[src/rtl/riscv_thread_scheduler.sv]
// Barrel-thread issue scheduler: per-thread PC/active/in-flight state, one registered (tid, pc) fetch slot per cycle.
// Fixed rotation or skip-idle round-robin selection over ready threads.
module riscv_thread_scheduler #(
  parameter int unsigned              NUM_THREADS  = 32,
  parameter int unsigned              PC_WIDTH     = 32,
  parameter logic [PC_WIDTH-1:0]      STARTUP_ADDR = '0,
  parameter int unsigned              SKIP_IDLE    = 0,
  parameter int unsigned              RESET_ACTIVE = 1
) (
  input  logic                           clk,
  input  logic                           reset_n,
  input  logic                           run,
  input  logic                           start_valid,
  input  logic [$clog2(NUM_THREADS)-1:0] start_tid,
  input  logic [PC_WIDTH-1:0]            start_pc,
  input  logic                           stop_valid,
  input  logic [$clog2(NUM_THREADS)-1:0] stop_tid,
  input  logic                           redirect_valid,
  input  logic [$clog2(NUM_THREADS)-1:0] redirect_tid,
  input  logic [PC_WIDTH-1:0]            redirect_pc,
  output logic                           issue_valid,
  output logic [$clog2(NUM_THREADS)-1:0] issue_tid,
  output logic [PC_WIDTH-1:0]            issue_pc,
  output logic [NUM_THREADS-1:0]         active_mask,
  output logic                           protocol_err
);

  localparam int unsigned TW = $clog2(NUM_THREADS);
  localparam logic [NUM_THREADS-1:0] ACTIVE_INIT =
    (RESET_ACTIVE != 0) ? '1 : NUM_THREADS'(1);

  logic [PC_WIDTH-1:0]    pc_q [NUM_THREADS];
  logic [NUM_THREADS-1:0] active_q;
  logic [NUM_THREADS-1:0] in_flight_q;
  logic [NUM_THREADS-1:0] ready;
  logic [TW-1:0]          ptr_q;
  logic [TW-1:0]          ptr_next;
  logic [TW-1:0]          sel_tid;
  logic [TW-1:0]          cand;
  logic                   sel_valid;
  logic                   start_ok;

  assign ready       = active_q & ~in_flight_q;
  assign active_mask = active_q;

  always_comb begin
    sel_valid = 1'b0;
    sel_tid   = ptr_q;
    ptr_next  = ptr_q;
    cand      = '0;
    if (run) begin
      if (SKIP_IDLE != 0) begin
        // First ready thread at or after ptr; TW-bit addition gives the wrap for free.
        for (int unsigned i = 0; i < NUM_THREADS; i++) begin
          cand = ptr_q + TW'(i);
          if (!sel_valid && ready[cand]) begin
            sel_valid = 1'b1;
            sel_tid   = cand;
          end
        end
        if (sel_valid) ptr_next = sel_tid + TW'(1);
      end else begin
        sel_valid = ready[ptr_q];
        ptr_next  = ptr_q + TW'(1);
      end
    end
  end

  // A start loses to a stop or a redirect naming the same thread.
  assign start_ok = start_valid && !active_q[start_tid] && !in_flight_q[start_tid] &&
                    !(stop_valid && stop_tid == start_tid) &&
                    !(redirect_valid && redirect_tid == start_tid);

  always_ff @(posedge clk or negedge reset_n) begin
    if (!reset_n) begin
      for (int unsigned t = 0; t < NUM_THREADS; t++) pc_q[t] <= STARTUP_ADDR;
      active_q     <= ACTIVE_INIT;
      in_flight_q  <= '0;
      ptr_q        <= '0;
      issue_valid  <= 1'b0;
      issue_tid    <= '0;
      issue_pc     <= '0;
      protocol_err <= 1'b0;
    end else begin
      ptr_q       <= ptr_next;
      issue_valid <= sel_valid;
      if (run) issue_tid <= sel_tid;
      if (sel_valid) begin
        issue_pc             <= pc_q[sel_tid];
        in_flight_q[sel_tid] <= 1'b1;
      end
      // An in-flight thread is never ready, so this cannot collide with the issue above.
      if (redirect_valid) begin
        if (in_flight_q[redirect_tid]) begin
          pc_q[redirect_tid]        <= redirect_pc;
          in_flight_q[redirect_tid] <= 1'b0;
        end else begin
          protocol_err <= 1'b1;
        end
      end
      if (start_ok) begin
        active_q[start_tid] <= 1'b1;
        pc_q[start_tid]     <= start_pc;
      end
      if (stop_valid) active_q[stop_tid] <= 1'b0;
    end
  end

endmodule

[config.mk]
export PLATFORM = sky130hd
export DESIGN_NAME = riscv_thread_scheduler
export DESIGN_NICKNAME = d
export VERILOG_FILES = /design/src/rtl/riscv_thread_scheduler.sv
export SDC_FILE = /design/constraint.sdc
export NUM_CORES = 2
export LEC_CHECK = 0
export BUFFER_PORTS_ARGS = -buffer_cell sky130_fd_sc_hd__buf_2
export CORE_MARGIN = 5
export CORE_UTILIZATION = 26
export CTS_CLUSTER_SIZE = 10
export DETAILED_ROUTE_END_ITERATION = 7
export PLACE_DENSITY = 0.52
export RECOVER_POWER = 25
export SETUP_SLACK_MARGIN = 0.02
export SLEW_MARGIN = 20
export SYNTH_ARGS = -nofsm -noshare
export SYNTH_HDL_FRONTEND = slang
export SYNTH_SLANG_ARGS = --single-unit
[constraint.sdc]
create_clock -name clk -period 2.55 [get_ports clk]
set_clock_uncertainty 0.2 [all_clocks]
set_input_delay 0.1275 -clock clk [delete_from_list [all_inputs] [get_ports clk]]
set_output_delay 0.1275 -clock clk [all_outputs]
set_load 0.02 [all_outputs]
Word-level counts from Yosys, hierarchy flattened
Index checks and enable logic that the tools add are counted.
W data, S select, Z words.
{"block": "totals", "reg_bits": 1132, "latch_bits": 0, "ramBits": 0, "rom_bits": 0, "inputBits": 85, "out_inout_bits": 71, "elab_cells": 118, "mem_count": 0}
{"block": "op_classes", "n_addsub": 1, "multipliers": 0, "div_mod_pow": 0, "n_lt_le_gt_ge": 13, "n_eq_ne": 2, "n_shift": 0, "mux": 34, "n_bitwise": 12, "reduce_logical": 17}
{"operator": "$mux W1024", "n": 3}
{"operator": "$bwmux W1024", "n": 2}
{"operator": "$demux W32 S5", "n": 2}
{"operator": "$mux W32", "n": 9}
{"operator": "$bmux W32 S5", "n": 1}
{"operator": "$and A32 B32 Y32", "n": 3}
{"operator": "$not A32 Y32", "n": 3}
{"operator": "$or A32 B32 Y32", "n": 2}
{"operator": "$lt A5 B6 Y1 const B", "n": 4}
{"operator": "$bmux W1 S5", "n": 4}
{"operator": "$demux W1 S5", "n": 4}
{"operator": "$ge A5 B1 Y1 const B", "n": 4}
{"operator": "$ge A6 B6 Y1 const B", "n": 3}
{"operator": "$not A5 Y6", "n": 3}
{"operator": "$logic_and A1 B1 Y1", "n": 12}
{"operator": "$lt A6 B1 Y1 const B", "n": 2}
{"operator": "$eq A5 B5 Y1", "n": 2}
{"operator": "$mux W1", "n": 9}
{"operator": "$add A5 B1 Y5 const B", "n": 1}
{"operator": "$logic_not A1 Y1", "n": 4}
{"operator": "$reduce_and A2 Y1", "n": 1}
{"operator": "$not A1 Y1", "n": 1}

Logic depth before layout (Yosys ltp)
{"block": "logic_depth", "word_depth": 10, "mapped_depth": 12, "mapped_depth_nobuf": 6}

Worst setup path before layout
Ideal clock, no wire load.
{"block": "synth_timing", "path_type": "flip-flop to flip-flop", "from": "register ptr_q[0]", "to": "register issue_pc[23]", "setup_ns": 0.125, "arrival_ns": 2.442, "required_time_ns": 2.225, "setup_slack_ns": -0.217, "stages_incl_launch_ff": 9, "n_path_buf": 4, "period_less_slack_ns": 2.767, "cell_sequence": "dfrtp_1 -> buf_2 -> clkbuf_1 -> clkbuf_1 -> buf_2 -> mux4_2 -> a22oi_1 -> nand4_1 -> mux2_2"}
{"block": "synth_between", "elab_chain_len": 4, "elab_cells_between_ends": 7, "classes_between": "mux: 6; bitwise: 1"}
{"element": "from (decl)", "line": "36", "text": "logic [TW-1:0] ptr_q;"}
{"element": "from (signal assigned)", "line": "85", "text": "ptr_q <= ptr_next;"}
{"element": "$not A5 Y6 (implied by the code)", "line": "89", "text": "issue_pc <= pc_q[sel_tid];"}
{"element": "$bmux W32 S5", "line": "89"}
{"element": "$mux W32 (implied by the code) (2 in series)", "line": "89"}
{"element": "to (signal assigned)", "line": "89"}
{"element": "to (decl)", "line": "23", "text": "output logic [PC_WIDTH-1:0] issue_pc,"}
Parallel ways exist; a longest one is shown, timed or not. The select of a mux whose other input is x is not followed.
A chain may end at the register's enable or synchronous reset.

Final worst setup path
{"block": "layout_timing", "from": "register active_q[25] (netlist: active_mask[25])", "to": "register pc_q[267] (netlist bit)"}
{"block": "layout_between", "elab_chain_len": 8}
{"element": "from (decl)", "line": "33", "text": "logic [NUM_THREADS-1:0] active_q;"}
{"element": "from (signal assigned)", "line": "77", "text": "active_q <= ACTIVE_INIT;"}
{"element": "from (signal, indexed assignment)", "line": "102", "text": "active_q[start_tid] <= 1'b1;"}
{"element": "from (signal, indexed assignment)", "line": "105", "text": "if (stop_valid) active_q[stop_tid] <= 1'b0;"}
{"element": "$bmux W1 S5", "line": "70", "text": "assign start_ok = start_valid && !active_q[start_tid] && !in_flight_q[start_tid] &&"}
{"element": "$mux W1 (implied by the code)", "line": "70"}
{"element": "$logic_not A1 Y1", "line": "70"}
{"element": "$logic_and A1 B1 Y1 (3 in series)", "line": "70"}
{"element": "$logic_and A1 B1 Y1", "line": "71", "text": "!(stop_valid && stop_tid == start_tid) &&"}
{"element": "$mux W1024", "line": "101", "text": "if (start_ok) begin"}
{"element": "to (signal, indexed assignment)", "line": "95", "text": "pc_q[redirect_tid] <= redirect_pc;"}
{"element": "to (signal, indexed assignment)", "line": "103", "text": "pc_q[start_tid] <= start_pc;"}
{"element": "to (decl)", "line": "32", "text": "logic [PC_WIDTH-1:0] pc_q [NUM_THREADS];"}
No other way between the ends. The select of a mux whose other input is x is not followed.

==> impl_results.md <==
* DIE AREA at 248,100 um^2
* Min Tclk post-route at 2.830 ns
* Switch share at 37.16%
* Final wirelength at 300.6 mm
* Syn Nets at 6,234
* Final ANT Viol Nets at 0
* Cell variety after synth at 80
* First-pass GRT wire length at 418.3 mm
* Largest family of logic cells by synthesized area: multiplexers
* CP Capture Type: register
* H-tree lvl count at 4
* Total power draw at 79.83 mW
* Multiplexer share of the synthesized area at 19.91%
* Register area at 28,370 um^2
* Sequential fraction of the synthesis area at 45.79%
* Drt first pass iters at 7
* GRT overflow at 0
* Share of the synthesized area in the top cell type at 44.43%
* Root buffer cell: clkbuf_16
* CP Launch Type: register
* Comb power frac at 41.8%
* Static leakage at 34.47 nW
* TritonCTS clock tree: done
* Worst Hold End: pc_q[486]
* Area occupied by multi-input gates at 31,460 um^2
* Vias in the first global route at 55,880
* Reg-to-reg slack, setup at -0.28 ns
* Synth area leader: dfrtp_1
* Area Overhead vs Synth at 30.65%
* Max Root-Sink Buffers at 3
* Max Cap Violations at 0
* Starting Density at 26.07%
* Final WS setup at -0.2797 ns
* Xor/xnor share of the synthesized area at 0.1979%
* Clk pwr share at 23.1%
* Worst-Margin Slew at 1.403 ns
* Top Ports at 156
* Period utilization at 111.0%
* Post-synth ARST share at 100.0%
* Final layout net count at 6,895
* Ys flop type: dfrtp_1
* Max_slew headroom at 6.459%
* Die X at 498.1 um
* Layout cells sized above 1 at 27.30%
* Fraction of the mapped netlist area in adder cells at 0.08078%
* Synth warn at 0
* Synth top area cells: dfrtp_1 (44%), mux4_2 (9.6%), mux2i_1 (8.4%)
* Final setup fails at 1,067
* Sink Count at 1,132
* Min-delay src: start_pc[6]
* Fin cells at 10,050
* Peak VDD IR at 0.7780 mV
* Post-Syn Area at 61,950 um^2
* Number of synthesized flops with an enable pin at 0
* Worst R2R Start: active_mask[25]
* Hold Path Class: in -> reg
* Fin. max-slew vios at 0
* Crit path DAT at 3.32 ns
* Clock Latency Late Sink at 0.80 ns
* Pint at 50.17 mW
* Total CTS buffers at 136
* Final Wtd Congestion at 0.9567
* Iter 0 DRT Violations at 7,490
* Simple-Gate Fraction of Synth Area at 12.83%
* Largest net degree at the start of global routing at 129
* Final Hold Viols at 0
* Residual DRC count at 0
* Hold path cells at 4
* DP Cell Count at 9,622
* Post-DP HPWL at 199.3 mm
* Post-Syn Area per Cell at 10.08 um^2
* Status: complete, but fails checks
* Worst reg2reg endpoint: pc_q[267]
* R2R depth at 9
* Power Dens Cells at 986.3 nW/um^2
* GRT Total Usage at 22.74%
* Routed WL per cell at 29.92 um
* Avg Vias per Cell at 5.725
* Die height at 498.1 um
* Fill cell count at 23,460
* Aggregate negative setup slack at -125.36 ns
* Routed vias at 57,520
* Max Fclk at 0.3534 GHz
* Compound-gate portion of the synthesized area at 15.78%
* Sequential power share at 35.1%
* Switching pwr at 29.66 mW
* Worst-path clk slew at 0.06 ns
* Worst setup path category: reg -> reg
* Synth Instances at 6,145
* Failing checks: negative setup slack
* RSZ-0062 raised after global routing: yes
* CP Max Fanout at 7
* # rows at 179
* Worst Path Required at 3.04 ns
* Core area at 237,600 um^2
* Seq cells post-synth at 1,132
* Initial antenna violation count at 27
* Port Buf Inserts at 155
area by class of cell:
class / instances / share of cell area, %
inverter: 78 / 0.3648
sequential: 1132 / 35.06
tap: 3167 / 4.896
clock buffer: 172 / 4.525
multi-input combinational: 4260 / 38.87
antenna: 23 / 0.07111
clock inverter: 17 / 0.3107
timing repair buffer: 1198 / 15.90
cell usage in the layout, fill, tap and decap left out, types with 18 or more instances in the layout:
master and count:
a221o_1 21, o21ai_0 61, buf_16 25, clkbuf_16 161
dlygate4sd3_1 89, a32oi_1 61, o21ai_1 18, nand4_1 58
buf_12 236, buf_2 127, dfstp_2 32, mux2i_1 509
nand2_1 727, buf_4 598, diode_2 23, a21boi_0 32
clkinv_1 30, a32oi_2 28, nor2_1 837, mux2_2 93
inv_1 46, clkbuf_1 64, a31oi_1 406, a22oi_1 374
dfrtp_1 1098, a21oi_2 33, a221oi_1 28, a21oi_1 315
and2_1 52, mux4_2 263, buf_6 49
metal layers:
layer  track usage (%)  wire (um)  vias up
met5                 0          0        -
met2             35.65     138000     3664
li1                  -          -    23670
met3             5.060      27920      901
met4             14.14      21970        0
met1             28.48     112600    29290
state kept, by name, indices dropped and copies added, names as in the netlist:
signal	cells
issue_tid	5
ptr_q	5
issue_pc	32
active_mask	32
in_flight_q	32
issue_valid	1
pc_q	1024
protocol_err	1
synthesized netlist by cell type (7+ instances only):
master	n
dfrtp_1	1100
and2_1	54
o21ai_0	84
or2_2	12
nand2b_1	12
a221oi_1	29
mux2_1	10
clkinv_1	30
a31oi_1	406
mux2_2	99
nor2_1	864
nand4_1	58
buf_2	202
nand2_1	738
nor3_1	19
a22oi_1	382
o211ai_1	17
clkbuf_1	396
a22o_1	15
a21boi_0	32
nand3b_1	16
a221o_1	21
xnor2_1	8
a32oi_1	90
nor3b_1	11
mux4_2	263
nand3_1	33
buf_6	16
buf_1	21
buf_4	40
dfstp_2	32
o311a_1	9
or4_1	7
mux2i_1	518
a21oi_1	348
inv_1	46
nor3_2	8
metrics by stage:
| step | instance area [um^2] | util (%) | hold WS, ns | setup slack, ns |
|---|---|---|---|---|
| floorplan | 62090 | - | -0.3681 | 0.01538 |
| global placement | 73010 | 30.73 | 0.02266 | -0.8000 |
| detailed placement | 73020 | 30.73 | 0.02228 | -0.8345 |
| CTS | 79390 | 33.41 | 0.01113 | -0.2153 |
| global route | 80920 | 34.06 | 0.06589 | -0.2740 |
| finish | 80940 | 34.06 | 0.07165 | -0.2797 |
kinds of logic after synthesis:
logic type,Yosys count
buffers and inverters,753
muxes,890
and+or+nand+nor,1883
adders and majority gates,4
xor gates and xnor gates,14
AOI/OAI and AO/OA,1469
DFF,1132
power by group through the flow:
stage          sequential [mW]  clock [mW]  combinational (mW)
2_1_floorplan             26.9           0                17.9
3_3_place_gp              27.7           0                30.3
3_5_place_dp              27.9           0                30.8
4_1_cts                   27.7        18.6                31.9
5_1_grt                   28.4        19.3                34.9
6_report                  28.0        18.4                33.4
worst max-delay path by stage:
stage | start | to | slack, ns | depth (start not counted)
after floorplan | ptr_q[0] | issue_pc[10] | 0.02 | 8
after global placement | start_tid[0] | pc_q[873] | -0.80 | 9
after detailed placement | start_tid[0] | pc_q[871] | -0.83 | 9
after CTS | active_mask[8] | pc_q[382] | -0.22 | 11
after global routing | in_flight_q[24] | pc_q[294] | -0.27 | 10
final | active_mask[25] | pc_q[267] | -0.28 | 9
repair_timing:
| action | 4_1_cts | 5_1_grt |
|---|---|---|
| endpoints found under the setup margin | 1103 | 1102 |
| buffers inserted | 50 | 36 |
| resized for setup | 134 | 185 |
| pin swaps | 57 | 49 |
| hold endpoints to repair | 2203 | 0 |
| hold buffers | 89 | 0 |
| cloned | 18 | 25 |
worst max-delay path, cell delays in order, from the launching register on:
cell     delay [ns]
dfstp_2        0.54
nor2_2         0.04
mux4_2         0.51
o32a_1         0.27
and2_4         0.23
buf_6          0.13
nand3_4        0.24
buf_12         0.16
buf_12         0.16
mux2i_2        0.22
Note: power is estimated with default switching activity, not from simulation.
